## src/rtl/disp_pkg.sv

```systemverilog
// Shared constants and load-FSM encoding for the multiplexed display scan blocks.
package disp_pkg;
  localparam int N_DIGITS = 4;
  localparam int SEL_W    = 2;
  localparam int NIB_W    = 4;
  localparam int DATA_W   = N_DIGITS * NIB_W;

  typedef enum logic {
    LD_IDLE = 1'b0,
    LD_PEND = 1'b1
  } ld_state_t;
endpackage

```

## src/rtl/disp_mux_scan_tick_gen.sv

```systemverilog
// Prescaler: TICK is high for one cycle out of every PRESCALE, aligned with count == PRESCALE-1.
module tick_gen #(
  parameter int PRESCALE = 50000
) (
  input  logic CLK,
  input  logic RST,
  output logic TICK
);
  localparam int               CNT_W        = (PRESCALE > 1) ? $clog2(PRESCALE) : 1;
  localparam logic [CNT_W-1:0] LAST         = CNT_W'(PRESCALE - 1);
  localparam logic             TICK_AT_ZERO = (PRESCALE == 1) ? 1'b1 : 1'b0;

  logic [CNT_W-1:0] cnt_r;
  logic [CNT_W-1:0] cnt_inc_s;
  logic             tick_r;

  assign cnt_inc_s = cnt_r + CNT_W'(1);

  // Counter with tick decoded one cycle early so TICK comes straight from a flop.
  always_ff @(posedge CLK) begin
    if (RST) begin
      cnt_r  <= '0;
      tick_r <= TICK_AT_ZERO;
    end else if (tick_r) begin
      cnt_r  <= '0;
      tick_r <= TICK_AT_ZERO;
    end else begin
      cnt_r  <= cnt_inc_s;
      tick_r <= (cnt_inc_s == LAST);
    end
  end

  assign TICK = tick_r;
endmodule

```

## src/rtl/disp_mux_scan.sv

```systemverilog
// 4-digit display scan controller: digit select, digit nibble, leading-zero blank and a
// double-buffered load that only swaps the displayed value on a frame boundary.
module disp_mux_scan
  import disp_pkg::*;
#(
  parameter int PRESCALE = 50000
) (
  input  logic              CLK,
  input  logic              RST,
  input  logic [DATA_W-1:0] DATA_IN,
  input  logic              LD,
  output logic              LD_ACK,
  input  logic              BLANK_LZ,
  output logic [SEL_W-1:0]  SEL,
  output logic [NIB_W-1:0]  DIGIT,
  output logic              BLANK,
  output logic              FRAME_DONE
);
  logic              tick_s;
  logic              fb_s;
  logic [SEL_W-1:0]  sel_r;
  logic [DATA_W-1:0] disp_r;
  logic [DATA_W-1:0] shadow_r;
  ld_state_t         state_r;
  logic              ld_ack_r;
  logic              frame_done_r;
  logic [N_DIGITS-1:0] lz_s;
  logic [NIB_W-1:0]  digit_s;
  logic              blank_s;
  logic              acc_s;

  tick_gen #(.PRESCALE(PRESCALE)) u_tick (
    .CLK  (CLK),
    .RST  (RST),
    .TICK (tick_s)
  );

  assign fb_s = tick_s & (sel_r == SEL_W'(N_DIGITS - 1));

  // Digit select counter, frame pulse and load handshake state machine.
  always_ff @(posedge CLK) begin
    if (RST) begin
      sel_r        <= '0;
      disp_r       <= '0;
      shadow_r     <= '0;
      state_r      <= LD_IDLE;
      ld_ack_r     <= 1'b0;
      frame_done_r <= 1'b0;
    end else begin
      if (tick_s) begin
        sel_r <= sel_r + SEL_W'(1);
      end else begin
        sel_r <= sel_r;
      end
      frame_done_r <= fb_s;

      case (state_r)
        LD_PEND: begin
          // Transfer uses the shadow value from before this edge, even if LD reloads it now.
          if (fb_s) begin
            disp_r   <= shadow_r;
            ld_ack_r <= 1'b1;
          end else begin
            ld_ack_r <= 1'b0;
          end
          if (LD) begin
            shadow_r <= DATA_IN;
            state_r  <= LD_PEND;
          end else if (fb_s) begin
            state_r  <= LD_IDLE;
          end else begin
            state_r  <= LD_PEND;
          end
        end
        LD_IDLE: begin
          ld_ack_r <= 1'b0;
          if (LD) begin
            shadow_r <= DATA_IN;
            state_r  <= LD_PEND;
          end else begin
            state_r  <= LD_IDLE;
          end
        end
        default: begin
          ld_ack_r <= 1'b0;
          state_r  <= LD_IDLE;
        end
      endcase
    end
  end

  // Digit mux and leading-zero blanking; lz_s[i] means all nibbles at index >= i are zero.
  always_comb begin
    digit_s = disp_r[NIB_W*sel_r +: NIB_W];
    lz_s    = '0;
    acc_s   = 1'b1;
    for (int i = N_DIGITS - 1; i >= 0; i--) begin
      acc_s   = acc_s & (disp_r[NIB_W*i +: NIB_W] == 4'd0);
      lz_s[i] = acc_s;
    end
    if (BLANK_LZ && (sel_r != 2'd0)) begin
      blank_s = lz_s[sel_r];
    end else begin
      blank_s = 1'b0;
    end
  end

  assign SEL        = sel_r;
  assign DIGIT      = digit_s;
  assign BLANK      = blank_s;
  assign LD_ACK     = ld_ack_r;
  assign FRAME_DONE = frame_done_r;
endmodule

```

## config.mk

```make
export PLATFORM = sky130hd
export DESIGN_NAME = disp_mux_scan
export DESIGN_NICKNAME = d
export VERILOG_FILES = /design/src/rtl/disp_pkg.sv /design/src/rtl/disp_mux_scan_tick_gen.sv /design/src/rtl/disp_mux_scan.sv
export SDC_FILE = /design/constraint.sdc
export NUM_CORES = 1
export LEC_CHECK = 0
export CAP_MARGIN = 10
export CORE_MARGIN = 2
export CORE_UTILIZATION = 61
export CTS_BUF_LIST = sky130_fd_sc_hd__clkbuf_2
export CTS_CLUSTER_DIAMETER = 30
export CTS_CLUSTER_SIZE = 20
export DETAILED_ROUTE_END_ITERATION = 16
export PLACE_DENSITY = 0.85
export SETUP_SLACK_MARGIN = 0.4
export SLEW_MARGIN = 20
export SYNTH_ARGS = -nofsm -noshare
export SYNTH_HDL_FRONTEND = slang
export SYNTH_SLANG_ARGS = --single-unit
```

## constraint.sdc

```tcl
create_clock -name CLK -period 4.1 [get_ports CLK]
set_input_delay 1.025 -clock CLK [delete_from_list [all_inputs] [get_ports CLK]]
set_output_delay 1.025 -clock CLK [all_outputs]
set_load 0.05 [all_outputs]
```

==> results.json, run 1 <==
{
  "floorplan.initialDensity_pct": 62.4,
  "cts_buffer_depth": 2,
  "rsz0062_at_grt": "no",
  "drt-wirelength-per-cell_microns": 13.1,
  "worstPathRequired_ns": 3.07,
  "ys_seq_area_share_pct": 48.1,
  "cts_htree_levels": 2,
  "startpoint_type": "primary input",
  "cp.buffers_inverters": 2,
  "critPathSlowestCell": "clkdlybuf4s50_1",
  "syn_avg_cell_area_sq_um": 9.37,
  "grt_pass1_vias": 1536,
  "fin_setup_tns_ns": 0,
  "drt-initial-drc-count": 128,
  "grt_max_degree": 37,
  "drive_above_1_share_pct": 7.17,
  "status": "finished clean",
  "cts_made_buffers": 5,
  "clk_latency_ns": 0.45,
  "leakage_nw": 0.962,
  "r2r_start": "u_tick.cnt_r[0]",
  "syn_nets": 264,
  "tightest_slew_ns": 0.998,
  "die_area_sq_mm": 0.00419,
  "drv_slew": 0,
  "nets": 288,
  "drt_wl_total_mm": 4.09,
  "max_slew_margin_pct": 33.3,
  "place_inst": 305,
  "ant_nets": 0,
  "top_usage_layer": "met2",
  "placed_area_sq_mm": 0.00254,
  "path_cells": "clkdlybuf4s50_1, nand3b_1, nor3_1, clkdlybuf4s50_1",
  "crit_fanout": 1,
  "syn_to_final_growth_pct": 15.1,
  "die_x_microns": 64.7,
  "met1_usage_pct": 24.2,
  "rows": 22,
  "final_cells": 313,
  "overflow": 0,
  "cts_sinks": 54,
  "finalHoldViolCount": 0,
  "setup_viol": 0,
  "path_delay_family": "buffers and inverters",
  "dr.pass1.iters": 4,
  "core_sq_mm": 0.00361,
  "portBuffers": 28,
  "critPathMaxStageDelay_ns": 0.82,
  "power.total_w": 0.000809,
  "yosys_warnings": 0,
  "fin_area_sq_mm": 0.00259,
  "antenna_found_initial": 0,
  "ir_drop_v": 0.000187,
  "synth_area_sq_mm": 0.00225,
  "yosys_register_bits": 54,
  "cp.arrival_ns": 2.51,
  "use_met3_pct": 5.90,
  "fin_crit_ns": 3.54,
  "layout_commonest_cell": "dfxtp_1",
  "crit_type": "primary input to output pin",
  "cap_violations": 0,
  "hold_start": "shadow_r[11]",
  "fp.dieH_microns": 64.7,
  "r2r_setup_slack_ns": 2.20,
  "cts_tree": "done",
  "whs_path_depth": 2,
  "fin_skew_ns": 0.0212,
  "vias": 1692,
  "rr_worst_depth": 6,
  "drc": 0,
  "p_per_area_mw_per_mm2": 313,
  "vias_per_cell": 5.41,
  "final_cell_mix": "dfxtp_1 (53), nand2_1 (37), nor2_1 (35)",
  "r2r_end": "u_tick.TICK",
  "grt_pass1_wl_mm": 6.91,
  "fmax_ghz": 0.283,
  "worstHoldEndpoint": "disp_r[11]",
  "min_period_over_period_pct": 86.3,
  "io_pins": 29,
  "cts.clk_slew.worst_paths_ns": 0.25,
  "gp_congestion": 0.848,
  "hp-class": "register to register",
  "crit_top_cell": "clkdlybuf4s50_1",
  "endpoint_kind": "output pin",
  "synth_cell_type_count": 34,
  "n_antenna_cell": 0,
  "synthCells": 240,
  "root_buffer": "clkbuf_2",
  "post-dp-hpwl_mm": 2.94,
  "grt_usage_pct": 21.7,
  "use_met2_pct": 39.0
}
==> cells in the mapped netlist <==
master | n | area share (%)
a2111oi_0 | 1 | 0.39
a21oi_1 | 21 | 4.7
and2_1 | 1 | 0.28
and3_1 | 1 | 0.28
and4_1 | 2 | 0.78
and4bb_1 | 1 | 0.56
buf_2 | 2 | 0.45
buf_6 | 1 | 0.50
clkbuf_1 | 9 | 1.5
dfxtp_1 | 54 | 48
ha_1 | 4 | 2.2
inv_1 | 5 | 0.83
mux2i_1 | 17 | 7.6
mux4_2 | 4 | 4.0
nand2_1 | 37 | 6.2
nand2_2 | 1 | 0.28
nand3_1 | 8 | 1.8
nand3_4 | 1 | 0.78
nand3b_1 | 1 | 0.33
nand4_1 | 2 | 0.56
nand4_2 | 1 | 0.56
nor2_1 | 35 | 5.8
nor3_1 | 2 | 0.45
nor3_2 | 1 | 0.45
nor4_1 | 4 | 1.1
nor4_2 | 1 | 0.56
nor4_4 | 1 | 0.95
o21ai_0 | 1 | 0.22
o41ai_1 | 1 | 0.39
or2_1 | 1 | 0.28
or3_1 | 2 | 0.56
or3b_1 | 1 | 0.39
xnor2_1 | 6 | 2.3
xor2_1 | 10 | 3.9
==> metal layers <==
metal,share of wire (%),routed length [microns]
met4,1.5,61
met5,0,0
met2,51,2100
met3,4.5,183
met1,43,1750
==> through the flow <==
step | util, % | hold WS [ns] | worst slack [ns]
2_1_floorplan | - | 0.428 | 0.604
3_3_place_gp | 70.5 | 0.441 | 0.575
3_5_place_dp | 70.5 | 0.446 | 0.555
4_1_cts | 71.7 | 0.468 | 0.525
5_1_grt | 71.8 | 0.482 | 0.434
6_report | 71.8 | 0.454 | 0.561
==> how the worst max path moves through the flow <==
stage                         from     to  depth (start not counted)
after floorplan             SEL[0]  BLANK                          5
after global placement    BLANK_LZ  BLANK                          4
after detailed placement  BLANK_LZ  BLANK                          4
after CTS                   SEL[0]  BLANK                          5
after global routing        SEL[1]  BLANK                          5
final                     BLANK_LZ  BLANK                          4
==> worst min-delay path, cell delays in order (launching register included) <==
cell	delay (ns)
dfxtp_1	0.36
nand2_1	0.06
a21oi_1	0.05
==> layout make-up <==
cell class | instances | area [sq um]
multi-input cells | 169 | 1090
inverters | 5 | 18.8
repair buffers | 29 | 288
fillers | 281 | 1020
well taps | 48 | 60.1
flip-flops and latches | 54 | 1080
clock inverters | 3 | 20.0
clock buffers | 5 | 25.0
==> cells by family (layout without fill, tap and decap cells) <==
kind of cell             Yosys count  in the layout  synth area share (%)
AND/OR/NAND/NOR                  104            104                  22.9
buffers and inverters             17             42                  3.28
AO/OA/AOI/OAI                     24             24                  5.68
XOR/XNOR                          16             16                  6.23
multiplexers                      21             21                  11.6
flip-flops                        54             54                  48.1
adder cells (fa/ha/maj)            4              4                  2.23
==> flip-flops by register name, indices dropped and copies added, names as in the netlist <==
name and count:
state_r 1, SEL 2, disp_r 16, FRAME_DONE 1, LD_ACK 1, u_tick.cnt_r 16
u_tick.TICK 1, shadow_r 16
==> power by group <==
group	switching [W]	leakage [nW]	internal [W]	total (W)
Clock	0.000164	0.0270	0.0000423	0.000207
Sequential	0.00000890	0.440	0.000539	0.000548
Combinational	0.0000242	0.495	0.0000298	0.0000540
==> what timing repair did <==
| item | 4_1_cts | 5_1_grt |
|---|---|---|
| resized for setup | 0 | 1 |
| setup buffers | 0 | 0 |
| hold buffers | 0 | 0 |
| endpoints found under the setup margin | 0 | 1 |
Power figures use the tool's default switching activity.
==> inputs of run 2 (changes only) <==
--- a/config.mk
+++ b/config.mk
@@ -5,16 +5,17 @@
 export SDC_FILE = /design/constraint.sdc
 export NUM_CORES = 1
 export LEC_CHECK = 0
-export CAP_MARGIN = 10
+export CAP_MARGIN = 20
 export CORE_MARGIN = 2
 export CORE_UTILIZATION = 61
 export CTS_BUF_LIST = sky130_fd_sc_hd__clkbuf_2
 export CTS_CLUSTER_DIAMETER = 30
 export CTS_CLUSTER_SIZE = 20
 export DETAILED_ROUTE_END_ITERATION = 16
-export PLACE_DENSITY = 0.85
+export PLACE_DENSITY = 0.84
 export SETUP_SLACK_MARGIN = 0.4
 export SLEW_MARGIN = 20
 export SYNTH_ARGS = -nofsm -noshare
 export SYNTH_HDL_FRONTEND = slang
+export SYNTH_HIERARCHICAL = 1
 export SYNTH_SLANG_ARGS = --single-unit
==> results.json, run 2 <==
{
  "rr_worst_depth": 6,
  "synth_cell_type_count": 38,
  "critPathMaxStageDelay_ns": 0.71,
  "ir_drop_v": 0.000224,
  "grt_pass1_wl_mm": 7.33,
  "max_slew_margin_pct": 34.2,
  "cts_sinks": 54,
  "cts_hold_buf": 0,
  "regArea_sq_mm": 0.00108,
  "final_cell_mix": "dfxtp_1 (53), nor2_1 (38), nand2_1 (37)",
  "p_sw_share_pct": 24.5,
  "whs_path_depth": 2,
  "syn_avg_cell_area_sq_um": 9.29,
  "multiInputGateArea_sq_mm": 0.00123,
  "power.net_switching_w": 0.000198,
  "r2r_start": "u_tick/cnt_r[0]",
  "layout_commonest_cell": "dfxtp_1",
  "post-dp-hpwl_mm": 3.05,
  "setup_viol": 0,
  "power.total_w": 0.000809,
  "endpoint_kind": "output pin",
  "fin_skew_ns": 0.0301,
  "p_seq_share_pct": 67.8,
  "crit_type": "register to output pin",
  "p_per_area_mw_per_mm2": 298,
  "dr.pass1.iters": 4,
  "synth_top_cells_by_area": "dfxtp_1 (45%), mux2i_1 (7.4%), nor2_1 (5.9%)",
  "grt_pass1_vias": 1678,
  "antenna_found_initial": 0,
  "cts_made_buffers": 5,
  "wl_met2_mm": 2.15,
  "overflow": 0,
  "async_flop_share_pct": 0,
  "cts.clk_slew.worst_paths_ns": 0.27,
  "internal_power_w": 0.000611,
  "drt_wl_total_mm": 4.29,
  "drv_slew": 0,
  "synth_area_sq_mm": 0.00242,
  "yosysTopAreaCellShare_pct": 44.6,
  "gp_congestion": 0.877,
  "synthCells": 261,
  "tightest_slew_ns": 0.984,
  "place_ws_ns": 0.490,
  "critPathLaunch": "SEL[0]",
  "rsz0062_at_grt": "no",
  "cts_htree_levels": 2,
  "p_comb_share_pct": 6.4,
  "ant_nets": 0,
  "fmax_ghz": 0.308,
  "fin_crit_ns": 3.25,
  "min_period_over_period_pct": 79.3,
  "floorplan.initialDensity_pct": 64.8,
  "synth_edf_count": 0,
  "synth_flop_cell": "dfxtp_1",
  "fin_util_pct": 72.6,
  "syn_to_final_growth_pct": 12.1,
  "drt-initial-drc-count": 103,
  "crit_fanout": 8,
  "critPathSlowestCell": "clkdlybuf4s50_1",
  "nets": 305,
  "die_x_microns": 67.1,
  "io_pins": 29,
  "hp-class": "register to register",
  "cp.arrival_ns": 2.23,
  "n_fill_cell": 314,
  "cts_tree": "done",
  "top_layer_used": "met4",
  "hold_start": "shadow_r[10]",
  "ys_seq_area_share_pct": 44.6,
  "core_sq_mm": 0.00374,
  "drt-met1-wl_mm": 1.94,
  "vias": 1797,
  "grt_usage_pct": 21.8,
  "cts_buffer_depth": 2,
  "rows": 22,
  "pwr-share-clk_pct": 25.8,
  "vias_per_cell": 5.45,
  "status": "finished clean",
  "clk_latency_ns": 0.45,
  "drive_above_1_share_pct": 9.22,
  "fin_setup_tns_ns": 0,
  "n_antenna_cell": 0,
  "die_area_sq_mm": 0.00450,
  "fp.dieH_microns": 67.1,
  "biggestRegsByFlops": "disp_r: 16 flops, shadow_r: 16 flops, u_tick/cnt_r: 16 flops",
  "syn_nets": 285,
  "worstPathRequired_ns": 3.07,
  "yosys_warnings": 6,
  "yosys.cell_count.top_type": "dfxtp_1",
  "finalHoldViolCount": 0,
  "yosys_register_bits": 54,
  "portBuffers": 28,
  "wl_met3_microns": 126,
  "grt_max_degree": 37,
  "drt-wirelength-per-cell_microns": 13.0,
  "synth_common_cells": "dfxtp_1 (54), nor2_1 (38), nand2_1 (37)",
  "path_cells": "mux4_2, clkdlybuf4s50_1",
  "synth_top_area_cell": "dfxtp_1",
  "cap_violations": 0,
  "setup_slack_ns": 0.850,
  "startpoint_type": "register",
  "leakage_nw": 1.00,
  "root_buffer": "clkbuf_2",
  "drc": 0
}
[run 2: kinds of logic (layout without fill, tap and decap cells)]
logic type | Yosys count | count (layout) | share of synthesized area [%]
buffers and inverters | 19 | 40 | 4.75
XOR/XNOR | 17 | 17 | 6.14
AND/OR/NAND/NOR | 120 | 120 | 23.9
multiplexers | 22 | 22 | 11.1
AO/OA/AOI/OAI | 25 | 25 | 7.38
flip-flops | 54 | 54 | 44.6
adder cells (fa/ha/maj) | 4 | 4 | 2.06
[run 2: cell type report]
class                   instances  area share [%]
well taps                      48            2.21
multi-input cells             188            45.2
flip-flops and latches         54            39.8
repair buffers                 29            10.7
clock inverters                 3           0.737
clock buffers                   5           0.921
inverters                       3           0.414
[run 2: worst paths after layout]
path                  to  slack [ns]
max             DIGIT[1]        0.85
min reg2reg   disp_r[10]        0.44
min           disp_r[10]        0.44
max reg2reg  u_tick/TICK        2.29
[run 2: stage by stage]
stage	cell area [sq um]	hold slack [ns]	instances
2_1_floorplan	2420	0.431	261
3_3_place_gp	2670	0.446	322
3_5_place_dp	2670	0.447	322
4_1_cts	2710	0.440	330
5_1_grt	2720	0.444	330
6_report	2720	0.438	330
[run 2: worst max-delay path: cells and delay by family (launching register included)]
family                 cells  cell delay [ns]
muxes                      1             0.54
buffers and inverters      1             0.71
DFF                        1             0.52
[run 2: layer usage]
layer / up-vias / global-route usage, %
met3: 8 / 6.59
met5: - / 0
met4: 0 / 6.38
met1: 836 / 26.0
met2: 24 / 37.4
li1: 929 / -
[run 2: power by group through the flow]
stage               sequential (W)  combinational, W  clock [W]
global route              0.000551         0.0000576   0.000237
CTS                       0.000548         0.0000530   0.000216
finish                    0.000548         0.0000520   0.000209
floorplan                 0.000555         0.0000325          0
detailed placement        0.000558         0.0000528          0
global placement          0.000558         0.0000519          0
[run 2: repair_timing]
item	in CTS	in global routing
setup buffers	0	0
gates resized for setup	0	2
endpoints found under the hold margin	0	0
setup endpoints to repair	0	1
